<file path="src/rtl/multicycle_pkg.sv">
// multicycle_pkg: state encodings, opcode constants and opcode-class decode shared by the sequencer
package multicycle_pkg;

   typedef enum logic [2:0] {
      S_FETCH  = 3'd0,
      S_DECODE = 3'd1,
      S_EXEC   = 3'd2,
      S_MEM    = 3'd3,
      S_WB     = 3'd4,
      S_HALT   = 3'd5
   } state_t;

   localparam logic [3:0] OP_LOAD  = 4'b0000;
   localparam logic [3:0] OP_STORE = 4'b0010;
   localparam logic [3:0] OP_STRI  = 4'b0100;
   localparam logic [3:0] OP_BOZ   = 4'b0110;
   localparam logic [3:0] OP_BRAN  = 4'b1000;
   localparam logic [3:0] OP_COMP  = 4'b1010;
   localparam logic [3:0] OP_NOP   = 4'b1100;
   localparam logic [3:0] OP_HALT  = 4'b1110;

   typedef struct packed {
      logic is_load;
      logic is_store;
      logic is_stri;
      logic is_boz;
      logic is_bran;
      logic is_comp;
      logic is_alu;
      logic is_nop;
      logic is_halt;
   } op_class_t;

   // halt wins over every other class so a reconfigured HALT_OP never aliases two classes
   function automatic op_class_t classify(input logic [3:0] op, input logic [3:0] halt_op);
      op_class_t c;
      c.is_halt  = (op == halt_op);
      c.is_alu   = op[0] & ~c.is_halt;
      c.is_load  = (op == OP_LOAD) & ~c.is_halt;
      c.is_store = (op == OP_STORE) & ~c.is_halt;
      c.is_stri  = (op == OP_STRI) & ~c.is_halt;
      c.is_boz   = (op == OP_BOZ) & ~c.is_halt;
      c.is_bran  = (op == OP_BRAN) & ~c.is_halt;
      c.is_comp  = (op == OP_COMP) & ~c.is_halt;
      c.is_nop   = (op == OP_NOP) & ~c.is_halt;
      return c;
   endfunction

endpackage

</file>
<file path="src/rtl/multicycle_ctrl_op_class_decode.sv">
// op_class_decode: combinational opcode to instruction-class decoder
module op_class_decode
   import multicycle_pkg::*;
#(
   parameter logic [3:0] HALT_OP = OP_HALT
) (
   input  logic [3:0] opcode,
   output op_class_t  cls
);

   assign cls = classify(opcode, HALT_OP);

endmodule

</file>
<file path="src/rtl/multicycle_ctrl.sv">
// multicycle_ctrl: FETCH/DECODE/EXEC/MEM/WB sequencer with retired-instruction counter and halt
module multicycle_ctrl
   import multicycle_pkg::*;
#(
   parameter int         CNT_W   = 16,
   parameter logic [3:0] HALT_OP = 4'b1110
) (
   input  logic             clk,
   input  logic             rst,
   input  logic [3:0]       opcode,
   input  logic             zero,
   input  logic             mem_ack,
   output logic             mem_req,
   output logic             mem_we,
   output logic             addr_sel,
   output logic             ir_write,
   output logic             pc_write,
   output logic             pc_src,
   output logic             reg_write,
   output logic             reg_dst,
   output logic             alu_src,
   output logic             wb_sel,
   output logic             retire,
   output logic [CNT_W-1:0] instr_count,
   output logic             halted,
   output logic [2:0]       state
);

   state_t    st, nxt;
   op_class_t cls;

   op_class_decode #(.HALT_OP(HALT_OP)) u_dec (
      .opcode(opcode),
      .cls   (cls)
   );

   assign state = st;

   // next state and combinational control outputs; mem_ack only matters in FETCH and MEM
   always_comb begin
      nxt       = st;
      mem_req   = 1'b0;
      mem_we    = 1'b0;
      addr_sel  = 1'b0;
      ir_write  = 1'b0;
      pc_write  = 1'b0;
      pc_src    = 1'b0;
      reg_write = 1'b0;
      reg_dst   = 1'b0;
      alu_src   = 1'b0;
      wb_sel    = 1'b0;
      retire    = 1'b0;
      case (st)
         S_FETCH: begin
            mem_req  = 1'b1;
            ir_write = mem_ack;
            pc_write = mem_ack;
            nxt      = mem_ack ? S_DECODE : S_FETCH;
         end
         S_DECODE: begin
            retire = cls.is_nop;
            nxt    = cls.is_halt ? S_HALT : cls.is_nop ? S_FETCH : S_EXEC;
         end
         S_EXEC: begin
            alu_src  = cls.is_load | cls.is_store | cls.is_stri;
            pc_write = cls.is_bran | (cls.is_boz & zero);
            pc_src   = cls.is_bran | cls.is_boz;
            retire   = cls.is_bran | cls.is_boz;
            nxt      = (cls.is_bran | cls.is_boz) ? S_FETCH :
                       (cls.is_load | cls.is_store) ? S_MEM : S_WB;
         end
         S_MEM: begin
            mem_req  = 1'b1;
            mem_we   = cls.is_store;
            addr_sel = 1'b1;
            alu_src  = 1'b1;
            retire   = mem_ack & cls.is_store;
            nxt      = !mem_ack ? S_MEM : cls.is_store ? S_FETCH : S_WB;
         end
         S_WB: begin
            reg_write = 1'b1;
            retire    = 1'b1;
            wb_sel    = cls.is_load;
            reg_dst   = cls.is_comp | cls.is_alu;
            alu_src   = cls.is_stri;
            nxt       = S_FETCH;
         end
         S_HALT: nxt = S_HALT;
         default: nxt = S_FETCH;
      endcase
   end

   // state, retired-instruction counter and halted flag
   always_ff @(posedge clk) begin
      if (rst) begin
         st          <= S_FETCH;
         instr_count <= '0;
         halted      <= 1'b0;
      end else begin
         st     <= nxt;
         halted <= (nxt == S_HALT);
         if (retire) instr_count <= instr_count + CNT_W'(1);
      end
   end

endmodule
</file>
<file path="config.mk">
export PLATFORM = sky130hd
export DESIGN_NAME = multicycle_ctrl
export DESIGN_NICKNAME = d
export VERILOG_FILES = /design/src/rtl/multicycle_pkg.sv /design/src/rtl/multicycle_ctrl_op_class_decode.sv /design/src/rtl/multicycle_ctrl.sv
export SDC_FILE = /design/constraint.sdc
export NUM_CORES = 1
export LEC_CHECK = 0
export CAP_MARGIN = 10
export CORE_MARGIN = 5
export CORE_UTILIZATION = 49
export CTS_CLUSTER_SIZE = 20
export DETAILED_ROUTE_END_ITERATION = 8
export PLACE_DENSITY = 0.84
export RECOVER_POWER = 25
export SETUP_SLACK_MARGIN = 0.05
export SLEW_MARGIN = 20
export SYNTH_ARGS = -nofsm -noshare
export SYNTH_HDL_FRONTEND = slang
export SYNTH_HIERARCHICAL = 1
export SYNTH_SLANG_ARGS = --single-unit
</file>
<file path="constraint.sdc">
create_clock -name clk -period 4.4 [get_ports clk]
set_input_delay 0.88 -clock clk [delete_from_list [all_inputs] [get_ports clk]]
set_output_delay 0.88 -clock clk [all_outputs]
set_load 0.005 [all_outputs]
</file>
---- Word-level counts from Yosys, hierarchy flattened ----
Index checks and enable logic that the tools add are counted.
cells by class
  mux-type cells .......................... 19
  equality and inequality tests ........... 13
  add/sub/neg operators ................... 1
  bitwise operators ....................... 16
  reduce and logical (&&, ||, !) cells .... 3
operators by type and width
  cell                     number
  $add A16 B1 Y16 const B  1
  $eq A4 B4 Y1 const B     4
  $mux W3                  5
  $pmux W3 S5              1
  $and A1 B1 Y1            10
  $eq A3 B3 Y1 const B     3
  $mux W1                  9
  $eq A4 B3 Y1 const B     2
  $eq A3 B2 Y1 const B     2
  $or A1 B1 Y1             5
  $eq A4 B2 Y1 const B     1
  $logic_not A4 Y1         1
  $pmux W1 S4              1
  $eq A3 B1 Y1 const B     1
  $logic_not A3 Y1         1
  $pmux W1 S3              1
  $mux W2                  1
  $pmux W1 S2              1
  $reduce_or A2 Y1         1
  $not A1 Y1               1
word-level totals
  output and inout bits ................... 31
  logic and storage cells ................. 55
  bits of input ports ..................... 8
  bits in registers ....................... 20

---- Logic depth before layout (Yosys ltp) ----
Gate-level depths: netlist (run 1).
  depth after elaboration ................. 8
  depth in mapped cells ................... 7
  mapped depth without buffers ............ 6

---- Hierarchy ----
Netlist (run 1), hierarchy kept.
by module, submodules not included
  module           cells each  times used  seq. area each (um^2)  area each (um^2)
  multicycle_ctrl  140         1           400.4                  1111.1
  op_class_decode  9           1           0.0                    85.1

---- Least setup slack after synthesis (run 1) ----
OpenSTA, ideal clock, no wires.
  kind .................................... input -> output
  from .................................... input opcode[0]
  to ...................................... output retire
  path buffers ............................ 0
  stages on the path ...................... 3
  required time ........................... 3.520 ns
  arrival ................................. 2.002 ns
  slack ................................... 1.518 ns
  cells stage by stage .................... nor4b_1 a31oi_2 o22ai_1
on the way
  cells in the longest elaborated chain, start to end .. 5
  elaborated cells on any way between the ends .. 13
  classes of those cells .................. 5 x eq/ne; 1 x mux; 7 x bitwise
ends and longest elaborated chain
  what                                           RTL line                                                          text
  start: declaration                             multicycle_ctrl.sv:10                                             input logic [3:0] opcode,
  $eq A4 B4 Y1                                   multicycle_pkg.sv:37                                              c.is_halt = (op == halt_op);
  $not A1 Y1                                     --
  $and A1 B1 Y1, on equally long branches        multicycle_pkg.sv:40, multicycle_pkg.sv:42, multicycle_pkg.sv:43
  $and A1 B1 Y1 or $or A1 B1 Y1 (tied branches)  multicycle_ctrl.sv:77, multicycle_ctrl.sv:68
  $pmux W1 S4 *                                  multicycle_ctrl.sv:53                                             case (st)
  end: declaration                               multicycle_ctrl.sv:23                                             output logic retire,
Mark *: on every way between the ends. The rest lies on a longest branch, timed or not.

==> out/metrics.yaml, run 1 <==
logic_synthesis:
  netlist_instances: 149
  synth_fp_nets: 158
  synth_edf_count: 0
  synth_xor_area_share_pct: 2.20
  synth_flop_cell: "dfxtp_1"
  synth_fa_ha_area_share_pct: 1.05
  synth-compound-area-share_pct: 18.8
  ys_types: 39
  yosysMostFrequentCell: "dfxtp_1"
  ys_async_sr_fraction_pct: 0
  synthSimpleGateAreaFrac_pct: 35.5
  synth_warnings: 6
  synthMuxAreaShare_pct: 2.72
  synth_area_leaders: "dfxtp_1 33%, o21ai_0 5.9%, a21oi_1 5.0%, nor2_1 5.0%, or3_1 4.7%"
  synth_area_leader_cell: "dfxtp_1"
  syn_area_sq_um: 1200
  synthDominantCellAreaShare_pct: 33.5
  synth-seq-area-share_pct: 33.5
  postSynthAreaPerCell_sq_um: 8.03
  synth_top_family_by_area: "simple AND/OR/NAND/NOR gates"
  synth-seq-cells: 20
  ys_top_cells_by_count: "20 x dfxtp_1, 16 x nor2_1, 14 x o21ai_0"
drt:
  avgRoutedWirePerCell_um: 13.6
  num_vias: 1240
  first_pass_iters: 4
  drt-initial-drc-count: 45
  routed_wl_mm: 2.91
  routed_via_density: 5.79
  drc: 0
  ant_nets: 0
sta:
  finalCritPeriodShare_pct: 91.7
  slew_headroom_pct: 51.6
  skew_ns: 0.0124
  period_needed_ns: 4.03
  setup_viol: 0
  fmax_ghz: 0.248
  rsz0062_at_grt: "false"
  tightest_slew_ns: 0.723
  hold_viol_final: 0
  slew_violations: 0
  finalSetupTns_ns: 0
global_routing:
  grt_antenna_before_repair: 0
  grt_first_pass_wirelength_mm: 5.11
  grt_start_max_net_pins: 22
  gr-total-overflow: 0
  grt.total_usage_pct: 18.1
  grt_pass1_vias: 1211
clock_tree:
  clkLatencyLatePin_ns: 0.30
  cts.repair.resized: 0
  cts_hold_buf: 0
  cts_buffers: 3
  root_buffer: "clkbuf_4"
  cts.sinks: 20
  clockBufferDepth: 2
  cts_tree: "yes"
  cts.clk_slew.worst_paths_ns: 0.12
  post_cts_buffers: 0
  h-tree-depth: 1
placed_design:
  placed_cell_area_sq_um: 1570
  io_buffer_count: 38
  placedCellCount: 210
  gp_congestion: 0.796
  dpl.hpwl_mm: 2.20
critical_path:
  regToRegSetupSlack_ns: 2.26
  cpMaxStageDelayCell: "clkdlybuf4s50_1"
  critPathCaptureType: "output pin"
  critical_path.most_common_cell: "clkdlybuf4s50_1"
  worst-path-max-fanout: 9
  path_buf_inv: 2
  arrival_ns: 3.15
  crit_required_ns: 3.52
  critPathLaunchType: "primary input"
  max_stage_delay_ns: 0.57
  crit_chain: "clkdlybuf4s50_1 -> nor4b_1 -> nor2_1 -> o21a_1 -> o22ai_1 -> clkdlybuf4s50_1"
  criticalPathCategory: "primary input to output pin"
  cp_top_family: "buffers and inverters"
power:
  p_per_area_nw_per_um2: 242
  p_leak_nw: 0.570
  vdd_drop_max_mv: 0.264
floorplan:
  dieArea_sq_um: 3530
  start_util_pct: 49.6
  rows: 18
  die_h_um: 59.4
  pin_count: 39
  die_w_um: 59.4
  core_area_sq_um: 2410
layout:
  finalNonFillerCells: 214
  antennaDiodeCount: 0
  drive_gt1_share_pct: 7.07
  nFillCells: 194
  syn_to_final_growth_pct: 35.3
  final_nets: 194
  stdcell_area_sq_um: 1620
hold_path:
  hp-class: "flip-flop to flip-flop"
outcome:
  outcome: "finished clean"
flow_run:
  cap_violations: 0
stage by stage:
| stage | utilization (%) | worst slack, ns | hold WS, ns | power (mW) |
|---|---|---|---|---|
| 6_report | 67.1 | 0.367 | 0.493 | 0.391 |
| 5_1_grt | 67.1 | 0.229 | 0.527 | 0.407 |
| 4_1_cts | 67.1 | 0.389 | 0.500 | 0.395 |
| 3_5_place_dp | 65.0 | 0.396 | 0.483 | 0.247 |
| 3_3_place_gp | 65.0 | 0.527 | 0.466 | 0.245 |
| 2_1_floorplan | - | 1.52 | 0.468 | 0.219 |
sequential cells by signal (all words and copies together) (netlist names):
signal       count
state            3
halted           1
instr_count     16
per-layer routing:
layer / wire, um / vias to the layer above / share of wire, % / global-route usage [%]
met1: 1250 / 589 / 43 / 22.0
li1: - / 614 / - / -
met3: 144 / 2 / 4.9 / 2.83
met4: 14 / 0 / 0.48 / 4.85
met2: 1500 / 35 / 51 / 32.6
met5: 0 / - / 0 / 0
layout by cell type (no fill, tap or decap), types with 2 or more instances in the layout:
cell type / count
nor3_1: 4
or4_1: 2
clkdlybuf4s50_1: 26
and4bb_2: 3
and4_1: 2
dlygate4sd3_1: 12
nor4b_1: 3
dfxtp_1: 20
nand3_1: 4
or3_1: 9
o31ai_1: 2
nand2_1: 7
clkbuf_4: 3
and2_1: 4
o21a_1: 2
nor2_1: 16
o21ai_0: 14
o32a_1: 2
nand2b_1: 5
a21oi_1: 12
inv_1: 5
nor2b_1: 3
mux2_2: 2
nand4_1: 4
xnor2_1: 2
worst reg2reg max path, stage by stage (launching register included):
cell and delay (ns):
dfxtp_1 0.60, nand2b_1 0.19, o21a_1 0.25, o32a_1 0.32, nor3b_1 0.32, mux2_2 0.37
report_power, final:
| part | switching [mW] | internal (mW) |
|---|---|---|
| Combinational | 0.0232 | 0.0293 |
| Sequential | 0.00679 | 0.184 |
| Clock | 0.0564 | 0.0920 |
cell type report:
class                           instances  area (sq um)  share of cell area [%]
Inverter                                5          18.8                    1.16
Multi-Input combinational cell        116           721                    44.5
Tap cell                               30          37.5                    2.32
Sequential cell                        20           400                    24.7
Timing Repair Buffer                   39           388                    24.0
Clock buffer                            3          22.5                    1.39
Clock inverter                          1          30.0                    1.86
final timing paths:
check / end / from / cells past startpoint
setup / recovery: retire / opcode[0] / 6
hold / removal: instr_count[15]$_SDFFE_PP0P_ / instr_count[15]$_SDFFE_PP0P_ / 2
setup reg to reg: instr_count[9]$_SDFFE_PP0P_ / state[1]$_SDFF_PP0_ / 5
hold reg to reg: instr_count[15]$_SDFFE_PP0P_ / instr_count[15]$_SDFFE_PP0P_ / 2
logic make-up (layout without fill, tap and decap cells):
family / Yosys count / count (layout)
simple gates: 72 / 72
xor+xnor: 3 / 3
fa+ha+maj: 1 / 1
flops: 20 / 20
mux: 3 / 3
buf+inv: 13 / 48
compound gates: 37 / 37
(Power assumes the default switching activity.)
==> run 2, diff against run 1 <==
- CORE_UTILIZATION: 49 -> 45
- PLACE_DENSITY: 0.84 -> 0.78
- clock period: 4.4 -> 4.2 ns (I/O delays scaled with it)
==> out/metrics.yaml, run 2 (synthesis results as in run 1) <==
hold_path:
  hp-class: "flip-flop to flip-flop"
  hp-start: "instr_count[15]$_SDFFE_PP0P_"
sta:
  timing.hold.ws_ns: 0.488  # -0.00492 ns
  setup_viol: 0  # unchanged
  period_needed_ns: 3.94
  fmax_ghz: 0.254
  finalSetupTns_ns: 0  # unchanged
  finalCritPeriodShare_pct: 93.7
  rsz0062_at_grt: "false"
  hold_viol_final: 0  # unchanged
  slew_violations: 0  # unchanged
  tightest_slew_ns: 0.742  # +0.0191 ns
  skew_ns: 0.00798  # -0.00438 ns
  slew_headroom_pct: 50.3  # -1.3 points
layout:
  stdcell_area_sq_um: 1620  # unchanged
  regMostFlops: "instr_count"
  drive_gt1_share_pct: 7.07  # unchanged
  largest_register_ffs: 16  # unchanged
  layout_common_cells: "26 x clkdlybuf4s50_1, 20 x dfxtp_1, 16 x nor2_1"
  nFillCells: 229  # +18%
  final_nets: 194  # unchanged
  antennaDiodeCount: 0  # unchanged
  syn_to_final_growth_pct: 35.3  # unchanged
  final_util_pct: 64.7  # -2.4 points
  final_common_cell: "clkdlybuf4s50_1"
floorplan:
  rows: 18  # unchanged
  die_w_um: 61.6  # +3.6%
  dieArea_sq_um: 3790  # +7.4%
  pin_count: 39  # unchanged
  die_h_um: 61.6  # +3.6%
  core_area_sq_um: 2500  # +3.7%
  start_util_pct: 47.8  # -1.8 points
critical_path:
  crit_chain: "clkdlybuf4s50_1 -> nor4b_1 -> nor2_1 -> o21a_1 -> o22ai_1 -> clkdlybuf4s50_1"
  regToRegSetupSlack_ns: 2.12  # -0.14 ns
  r2r_cells: 5  # unchanged
  path_buf_inv: 2  # unchanged
  max_stage_delay_ns: 0.58  # about the same
  worst-path-max-fanout: 9  # unchanged
  worst_r2r_endpoint: "instr_count[15]$_SDFFE_PP0P_"
  cp_num_cells: 6  # unchanged
  crit_required_ns: 3.36  # -0.16 ns
  cpMaxStageDelayCell: "clkdlybuf4s50_1"
  reg2reg_from: "state[1]$_SDFF_PP0_"
  arrival_ns: 3.10  # -0.05 ns
  criticalPathCategory: "primary input to output pin"
  critical_path.most_common_cell: "clkdlybuf4s50_1"
  critPathCaptureType: "output pin"
  crit_path_start: "opcode[0]"
  cp_top_family: "buffers and inverters"
  critPathLaunchType: "primary input"
  endpoint: "retire"
drt:
  routed_wl_mm: 2.91  # -0.10%
  num_vias: 1227  # -1.0%
  first_pass_iters: 4  # unchanged
  ant_nets: 0  # unchanged
  drc: 0  # unchanged
  routed_via_density: 5.73  # -1.0%
  drt-initial-drc-count: 69  # +53%
  avgRoutedWirePerCell_um: 13.6  # -0.10%
clock_tree:
  cts.sinks: 20  # unchanged
  clockBufferDepth: 2  # unchanged
  clkLatencyLatePin_ns: 0.30  # about the same
  root_buffer: "clkbuf_4"
  cts_buffers: 3  # unchanged
  h-tree-depth: 1  # unchanged
  post_cts_buffers: 0  # unchanged
  cts.clk_slew.worst_paths_ns: 0.12  # about the same
  cts_hold_buf: 0  # unchanged
  cts_tree: "yes"
  cts.repair.resized: 0  # unchanged
global_routing:
  grt.total_usage_pct: 16.9  # -1.2 points
  grt_antenna_before_repair: 0  # unchanged
  grt_start_max_net_pins: 22  # unchanged
  grt_pass1_vias: 1113  # -8.1%
  gr-total-overflow: 0  # unchanged
  grt_first_pass_wirelength_mm: 4.85  # -5.0%
placed_design:
  gp_congestion: 0.872  # +9.5%
  dpl.hpwl_mm: 2.22  # +0.98%
  placed_cell_area_sq_um: 1570  # unchanged
  io_buffer_count: 38  # unchanged
power:
  cell_internal_pwr_mw: 0.320  # +4.8%
  clock_power_share_pct: 38.2  # +0.3 points
  p_leak_nw: 0.570  # about the same
  vdd_drop_max_mv: 0.220  # -17%
  p_sw_share_pct: 22.5  # +0.44 points
  combPwrFrac_pct: 13.5  # about the same
  p_total_mw: 0.413  # +5.4%
  switching_power_mw: 0.0930  # +7.6%
  p_seq_share_pct: 48.4  # -0.3 points
  p_per_area_nw_per_um2: 255  # +5.4%
flow_run:
  cap_violations: 0  # unchanged
outcome:
  outcome: "finished clean"
run 2: cell counts in the layout (fill, tap and decap cells not counted):
No cell type changed its count.
run 2: final cells by class:
class	count	area, sq um	share of cell area [%]
repair buffers	39	388	24.0
clock inverters	1	30.0	1.86
inverters	5	18.8	1.16
flip-flops and latches	20	400	24.7
clock buffers	3	22.5	1.39
multi-input cells	116	721	44.5
well taps	30	37.5	2.32
run 2: power groups by stage:
stage	clock, mW	sequential, mW	combinational (mW)
final	0.158	0.200	0.0555
after global routing	0.168	0.201	0.0609
after CTS	0.163	0.199	0.0558
after global placement	0	0.203	0.0538
after floorplan	0	0.199	0.0302
after detailed placement	0	0.204	0.0555
run 2: worst register-to-register path, delay by kind of cell, from the launching register on:
kind / cells / cell delay, ns
DFF: 1 / 0.62
and+or+nand+nor: 2 / 0.70
AOI/OAI and AO/OA: 3 / 0.70
run 2: worst min-delay path by stage:
stage / end / slack [ns] / cells past startpoint
floorplan: instr_count[15]$_SDFFE_PP0P_ / 0.47 / 2
global placement: instr_count[15]$_SDFFE_PP0P_ / 0.46 / 2
detailed placement: instr_count[15]$_SDFFE_PP0P_ / 0.48 / 2
CTS: instr_count[15]$_SDFFE_PP0P_ / 0.50 / 2
global route: instr_count[15]$_SDFFE_PP0P_ / 0.53 / 2
finish: instr_count[15]$_SDFFE_PP0P_ / 0.49 / 2
run 2: stage by stage:
step / setup WS (ns) / std cells
6_report: 0.265 / 214
2_1_floorplan: 1.40 / 149
4_1_cts: 0.287 / 214
3_5_place_dp: 0.296 / 210
5_1_grt: 0.128 / 214
3_3_place_gp: 0.368 / 210
run 2: routing by layer:
metal	part of all wire [%]	GRT usage, %	vias up	routed length (um)
li1	-	-	615	-
met5	0	0	-	0
met3	5.7	3.56	2	167
met4	0.55	5.45	0	16
met1	45	20.7	570	1320
met2	48	29.4	40	1410
==> run 3, diff against run 2 <==
- CORE_UTILIZATION: 45 -> 47
- CTS_BUF_LIST: default -> sky130_fd_sc_hd__clkbuf_8
- PLACE_DENSITY: 0.78 -> 0.81
- SLEW_MARGIN: 20 -> default
==> out/metrics.yaml, run 3 (synthesis results as in run 1) <==
placed_design:
  dpl.hpwl_mm: 2.26  # +1.7%
  dp_slack_ns: 0.293  # -0.00233 ns
  gp_congestion: 0.813  # -6.8%
  placed_cell_area_sq_um: 1570  # unchanged
  io_buffer_count: 38  # unchanged
  placedCellCount: 210  # unchanged
power:
  p_seq_share_pct: 44.8  # -3.6 points
  vdd_drop_max_mv: 0.232  # +5.7%
  combPwrFrac_pct: 12.4  # -1.1 points
  clock_power_share_pct: 42.8  # +4.6 points
  switching_power_mw: 0.0949  # +2.1%
  p_total_mw: 0.445  # +7.9%
  cell_internal_pwr_mw: 0.350  # +9.6%
  p_leak_nw: 0.578  # +1.4%
  p_per_area_nw_per_um2: 272  # +6.7%
  p_sw_share_pct: 21.3  # -1.2 points
critical_path:
  crit_required_ns: 3.36  # about the same
  cpMaxStageDelayCell: "clkdlybuf4s50_1"
  cp_num_cells: 6  # unchanged
  critPathLaunchType: "primary input"
  crit_chain: "clkdlybuf4s50_1 -> nor4b_1 -> nor2_1 -> o21a_1 -> o22ai_1 -> clkdlybuf4s50_1"
  path_buf_inv: 2  # unchanged
  regToRegSetupSlack_ns: 2.10  # -0.02 ns
  arrival_ns: 3.05  # -0.05 ns
  criticalPathCategory: "primary input to output pin"
  max_stage_delay_ns: 0.57  # about the same
  worst_r2r_endpoint: "instr_count[15]$_SDFFE_PP0P_"
  cp_top_family: "buffers and inverters"
  reg2reg_from: "state[1]$_SDFF_PP0_"
  r2r_cells: 5  # unchanged
  critical_path.most_common_cell: "clkdlybuf4s50_1"
  critPathCaptureType: "output pin"
  worst-path-max-fanout: 9  # unchanged
sta:
  setup_viol: 0  # unchanged
  finalSetupTns_ns: 0  # unchanged
  rsz0062_at_grt: "false"
  skew_ns: 0.0119  # +0.00390 ns
  finalCritPeriodShare_pct: 92.7  # -1.0 points
  fmax_ghz: 0.257  # +1.1%
  hold_viol_final: 0  # unchanged
  timing.hold.ws_ns: 0.508  # +0.0197 ns
  slew_violations: 0  # unchanged
  tightest_slew_ns: 0.717  # -0.0252 ns
  period_needed_ns: 3.89  # -0.0440 ns
  slew_headroom_pct: 52.0  # +1.7 points
  setup_slack_ns: 0.308  # +0.0440 ns
drt:
  avgRoutedWirePerCell_um: 14.0  # +3.0%
  drc: 0  # unchanged
  first_pass_iters: 4  # unchanged
  ant_nets: 0  # unchanged
  drt-initial-drc-count: 25  # -64%
  routed_wl_mm: 2.99  # +3.0%
  routed_via_density: 5.84  # +1.9%
  num_vias: 1250  # +1.9%
floorplan:
  start_util_pct: 48.7  # +0.88 points
  pin_count: 39  # unchanged
  die_h_um: 60.4  # -1.8%
  rows: 18  # unchanged
  core_area_sq_um: 2450  # -1.8%
  die_w_um: 60.4  # -1.8%
  dieArea_sq_um: 3650  # -3.6%
layout:
  antennaDiodeCount: 0  # unchanged
  final_common_cell: "clkdlybuf4s50_1"
  layout_common_cells: "26 x clkdlybuf4s50_1, 20 x dfxtp_1, 16 x nor2_1"
  finalNonFillerCells: 214  # unchanged
  regMostFlops: "instr_count"
  drive_gt1_share_pct: 7.07  # unchanged
  final_nets: 194  # unchanged
  final_util_pct: 66.7  # +2.0 points
  largest_register_ffs: 16  # unchanged
  syn_to_final_growth_pct: 36.8
  stdcell_area_sq_um: 1640  # +1.2%
flow_run:
  cap_violations: 0  # unchanged
global_routing:
  grt_start_max_net_pins: 22  # unchanged
  grt_antenna_before_repair: 0  # unchanged
  gr-total-overflow: 0  # unchanged
  grt_pass1_vias: 1114  # +0.090%
  grt.total_usage_pct: 16.6  # -0.38 points
  grt_first_pass_wirelength_mm: 4.80  # -1.1%
clock_tree:
  clockBufferDepth: 2  # unchanged
  cts_hold_buf: 0  # unchanged
  cts_buffers: 3  # unchanged
  post_cts_buffers: 0  # unchanged
  h-tree-depth: 1  # unchanged
  cts.clk_slew.worst_paths_ns: 0.08  # -0.04 ns
  cts.repair.resized: 0  # unchanged
  clkLatencyLatePin_ns: 0.26  # -0.04 ns
  root_buffer: "clkbuf_8"
  cts_tree: "yes"
  cts.sinks: 20  # unchanged
hold_path:
  hold_depth: 2  # unchanged
  hold_path_end: "instr_count[11]$_SDFFE_PP0P_"
  hp-class: "flip-flop to flip-flop"
  hp-start: "instr_count[11]$_SDFFE_PP0P_"
outcome:
  outcome: "finished clean"
[run 3: per-layer routing]
| layer | vias to the layer above | global-route usage, % | wire, um |
|---|---|---|---|
| li1 | 618 | - | - |
| met1 | 583 | 19.7 | 1270 |
| met2 | 45 | 31.6 | 1530 |
| met3 | 4 | 2.13 | 176 |
| met4 | 0 | 3.41 | 22 |
| met5 | - | 0 | 0 |
[run 3: cell type report]
type                            count  area [sq um]
Timing Repair Buffer               39           388
Clock inverter                      1          30.0
Multi-Input combinational cell    116           721
Tap cell                           30          37.5
Inverter                            5          18.8
Fill cell                         212           818
Sequential cell                    20           400
Clock buffer                        3          41.3
[run 3: worst max-delay path by stage]
stage | start | to | slack, ns
floorplan | opcode[0] | retire | 1.40
global placement | opcode[0] | retire | 0.40
detailed placement | opcode[0] | retire | 0.29
CTS | opcode[0] | retire | 0.30
global route | opcode[0] | retire | 0.19
finish | opcode[0] | retire | 0.31
[run 3: worst register-to-register path: cells and delay by family (launching register included)]
kind	cells	cell delay [ns]
AOI/OAI and AO/OA	3	0.72
and+or+nand+nor	2	0.71
DFF	1	0.59
[run 3: power by group through the flow]
| stage | combinational, mW | clock [mW] | sequential (mW) |
|---|---|---|---|
| 2_1_floorplan | 0.0302 | 0 | 0.199 |
| 3_3_place_gp | 0.0536 | 0 | 0.203 |
| 3_5_place_dp | 0.0554 | 0 | 0.204 |
| 4_1_cts | 0.0556 | 0.192 | 0.199 |
| 5_1_grt | 0.0600 | 0.200 | 0.201 |
| 6_report | 0.0552 | 0.190 | 0.200 |
==> patch, RTL diff (config.mk and constraints of run 3) <==
Register the output `instr_count` once more, with the module's reset; this adds one clock of latency there. The other outputs are not delayed to match.
--- a/src/rtl/multicycle_ctrl.sv
+++ b/src/rtl/multicycle_ctrl.sv
@@ -26,4 +26,6 @@
    output logic [2:0]       state
 );
+
+   logic [CNT_W-1:0] instr_count_s0;
 
    state_t    st, nxt;
@@ -95,10 +97,18 @@
       if (rst) begin
          st          <= S_FETCH;
-         instr_count <= '0;
+         instr_count_s0 <= '0;
          halted      <= 1'b0;
       end else begin
          st     <= nxt;
          halted <= (nxt == S_HALT);
-         if (retire) instr_count <= instr_count + CNT_W'(1);
+         if (retire) instr_count_s0 <= instr_count_s0 + CNT_W'(1);
+      end
+   end
+
+   always_ff @(posedge clk) begin
+      if (rst) begin
+         instr_count <= '0;
+      end else begin
+         instr_count <= instr_count_s0;
       end
    end
Behaviour: not the same (Yosys sat finds a counterexample within 4 cycles, from zero or initial values and one cycle with rst high).
==> patch against run 3 <==
  * Cell area grew 34%
  * Clock power grew 50%
  * Wire length grew 8.1%
  * Hold slack lost 0.027 ns
  * Combinational power grew 26%
  * Sequential cell count grew 16
  * Critical path type unchanged
  * Global-route usage shrank 2.7 points
  * Total power grew 59%
  * Worst setup slack gained 0.028 ns
  * Synthesized area grew 40%
==> patch: results (changes against run 3) <==
- Outcome: completed
- Post-Route WL: 3240 um (+8.1%)
- Vias in the first global route: 1234 (+11%)
- Fill cell count: 290 (+37%)
- Maximum root-to-sink buffer count: 2 (unchanged)
- Post_cts resized: 0 (unchanged)
- Hold Crit Start: instr_count_s0[15]$_SDFFE_PP0P_
- P_leak: 0.868 nW (+50%)
- Pin count of the biggest net entering global routing: 32 (+45%)
- Reg2Reg Depth: 6 (+1)
- # port buffers: 38 (unchanged)
- Worst vdd ir: 0.000331 V (+43%)
- Worst Skew: 0.00631 ns (-0.00557 ns)
- Synth top area cells: dfxtp_1 43%, nor2b_1 6.3%, mux2_2 6.0%
- Fraction of area in registers: 32.9% (+8.4 points)
- Drt first pass iters: 4 (unchanged)
- Nonclk buf count: 41 (+5.1%)
- Syn Nets: 191 (+21%)
- Worst-path clk slew: about 0.07 ns
- Sw Pwr: 0.000151 W (+59%)
- Buffering overhead: 18.4% (-5.3 points)
- H-tree Lvls: 2 (+1)
- Placer congestion estimate: 0.836 (+2.9%)
- Syn Area/Cell: 9.21 um2 (+15%)
- Ys async rst share: 0% (unchanged)
- Slack of the worst reg-to-reg path: 1.94 ns (-0.16 ns)
- Hold/Removal Path Class: register to register
- Comb_multi_in: 131 (+13%)
- Hold path endpoint: instr_count[15]$_SDFF_PP0_
- Synth cell types: 45 (+15%)
- N_diodes: 0 (unchanged)
- Vias per inst: 5.23 (-10%)
- Relative max-transition margin: 33.4% (-19 points)
- Non-clk invs: 4 (-1)
- Multi-input gate area: 888 um2 (+23%)
- Antenna violations before repair: 0 (unchanged)
- Clock root cell: clkbuf_8
- Total GRT Usage: 13.9% (-2.7 points)
- Synth warn: 6 (unchanged)
- ClkCell Share: 4.91% (+0.55 points)
- CTS sink count: 36 (+80%)
- First-pass GRT wire length: 5580 um (+16%)
- Worst hold stages: 1 (-1)
- R2r endpoint: instr_count_s0[12]$_SDFFE_PP0P_
- Seq/Total Area, Yosys: 43.0% (+9.5 points)
- Crit path arrival time: 3.02 ns (-0.03 ns)
- Worst-Skew Late Latency: 0.28 ns (+0.02 ns)
- Largest fanout on the critical path: 9 (unchanged)
- Setup bufs post-CTS: 0 (unchanged)
- Worst Setup SP: opcode[0]
- Placed insts: 258 (+23%)
- CTS Buf Count: 5 (+2)
- Commonest cells in the netlist: 36 x dfxtp_1, 21 x nor2_1, 17 x nor2b_1
- CP endpoint: retire
- Nets@finish: 228 (+18%)
- Worst r2r src: state[1]$_SDFF_PP0_
- Dpl hpwl: 2340 um (+3.5%)
- DR iter-0 viols: 89 (+260%)
- Vias: 1391 (+11%)
- Share of cells above drive strength 1: 13.2% (+6.1 points)
[patch: power by group through the flow]
stage	Clock, W	Sequential (W)	Combinational, W
after global placement	0	0.000360	0.0000695
final	0.000285	0.000352	0.0000696
after global routing	0.000310	0.000353	0.0000764
after CTS	0.000294	0.000352	0.0000701
after detailed placement	0	0.000360	0.0000697
after floorplan	0	0.000355	0.0000420
[patch: per-layer routing]
| layer | GRT usage, % | part of all wire [%] | up-vias |
|---|---|---|---|
| met4 | 5.53 | 0.83 | 0 |
| li1 | - | - | 722 |
| met1 | 17.7 | 47 | 632 |
| met2 | 21.3 | 46 | 35 |
| met3 | 4.78 | 6.2 | 2 |
| met5 | 0 | 0 | - |
[patch: per-stage QoR]
stage / hold WS (ns) / total power, W / setup WS, ns / instance area [um2]
2_1_floorplan: 0.442 / 0.000397 / 1.33 / 1680
3_3_place_gp: 0.464 / 0.000429 / 0.398 / 2080
3_5_place_dp: 0.464 / 0.000430 / 0.327 / 2080
4_1_cts: 0.483 / 0.000716 / 0.327 / 2190
5_1_grt: 0.506 / 0.000739 / 0.214 / 2190
6_report: 0.481 / 0.000706 / 0.336 / 2190
[patch: worst max-delay path: stages]
cell	delay [ns]
clkdlybuf4s50_1	0.52
nor4b_1	0.43
nor2_1	0.15
o21a_1	0.19
o22a_1	0.19
inv_1	0.16
clkdlybuf4s50_1	0.54
[patch: logic make-up (layout without fill, tap and decap cells)]
group | count (synthesis) | after routing | share of synthesized area (%)
simple gates | 90 | 90 | 32.1
flops | 36 | 36 | 43.0
compound gates | 26 | 26 | 11.0
buf+inv | 15 | 53 | 4.03
mux | 12 | 12 | 8.13
xor+xnor | 2 | 2 | 1.04
fa+ha+maj | 1 | 1 | 0.746
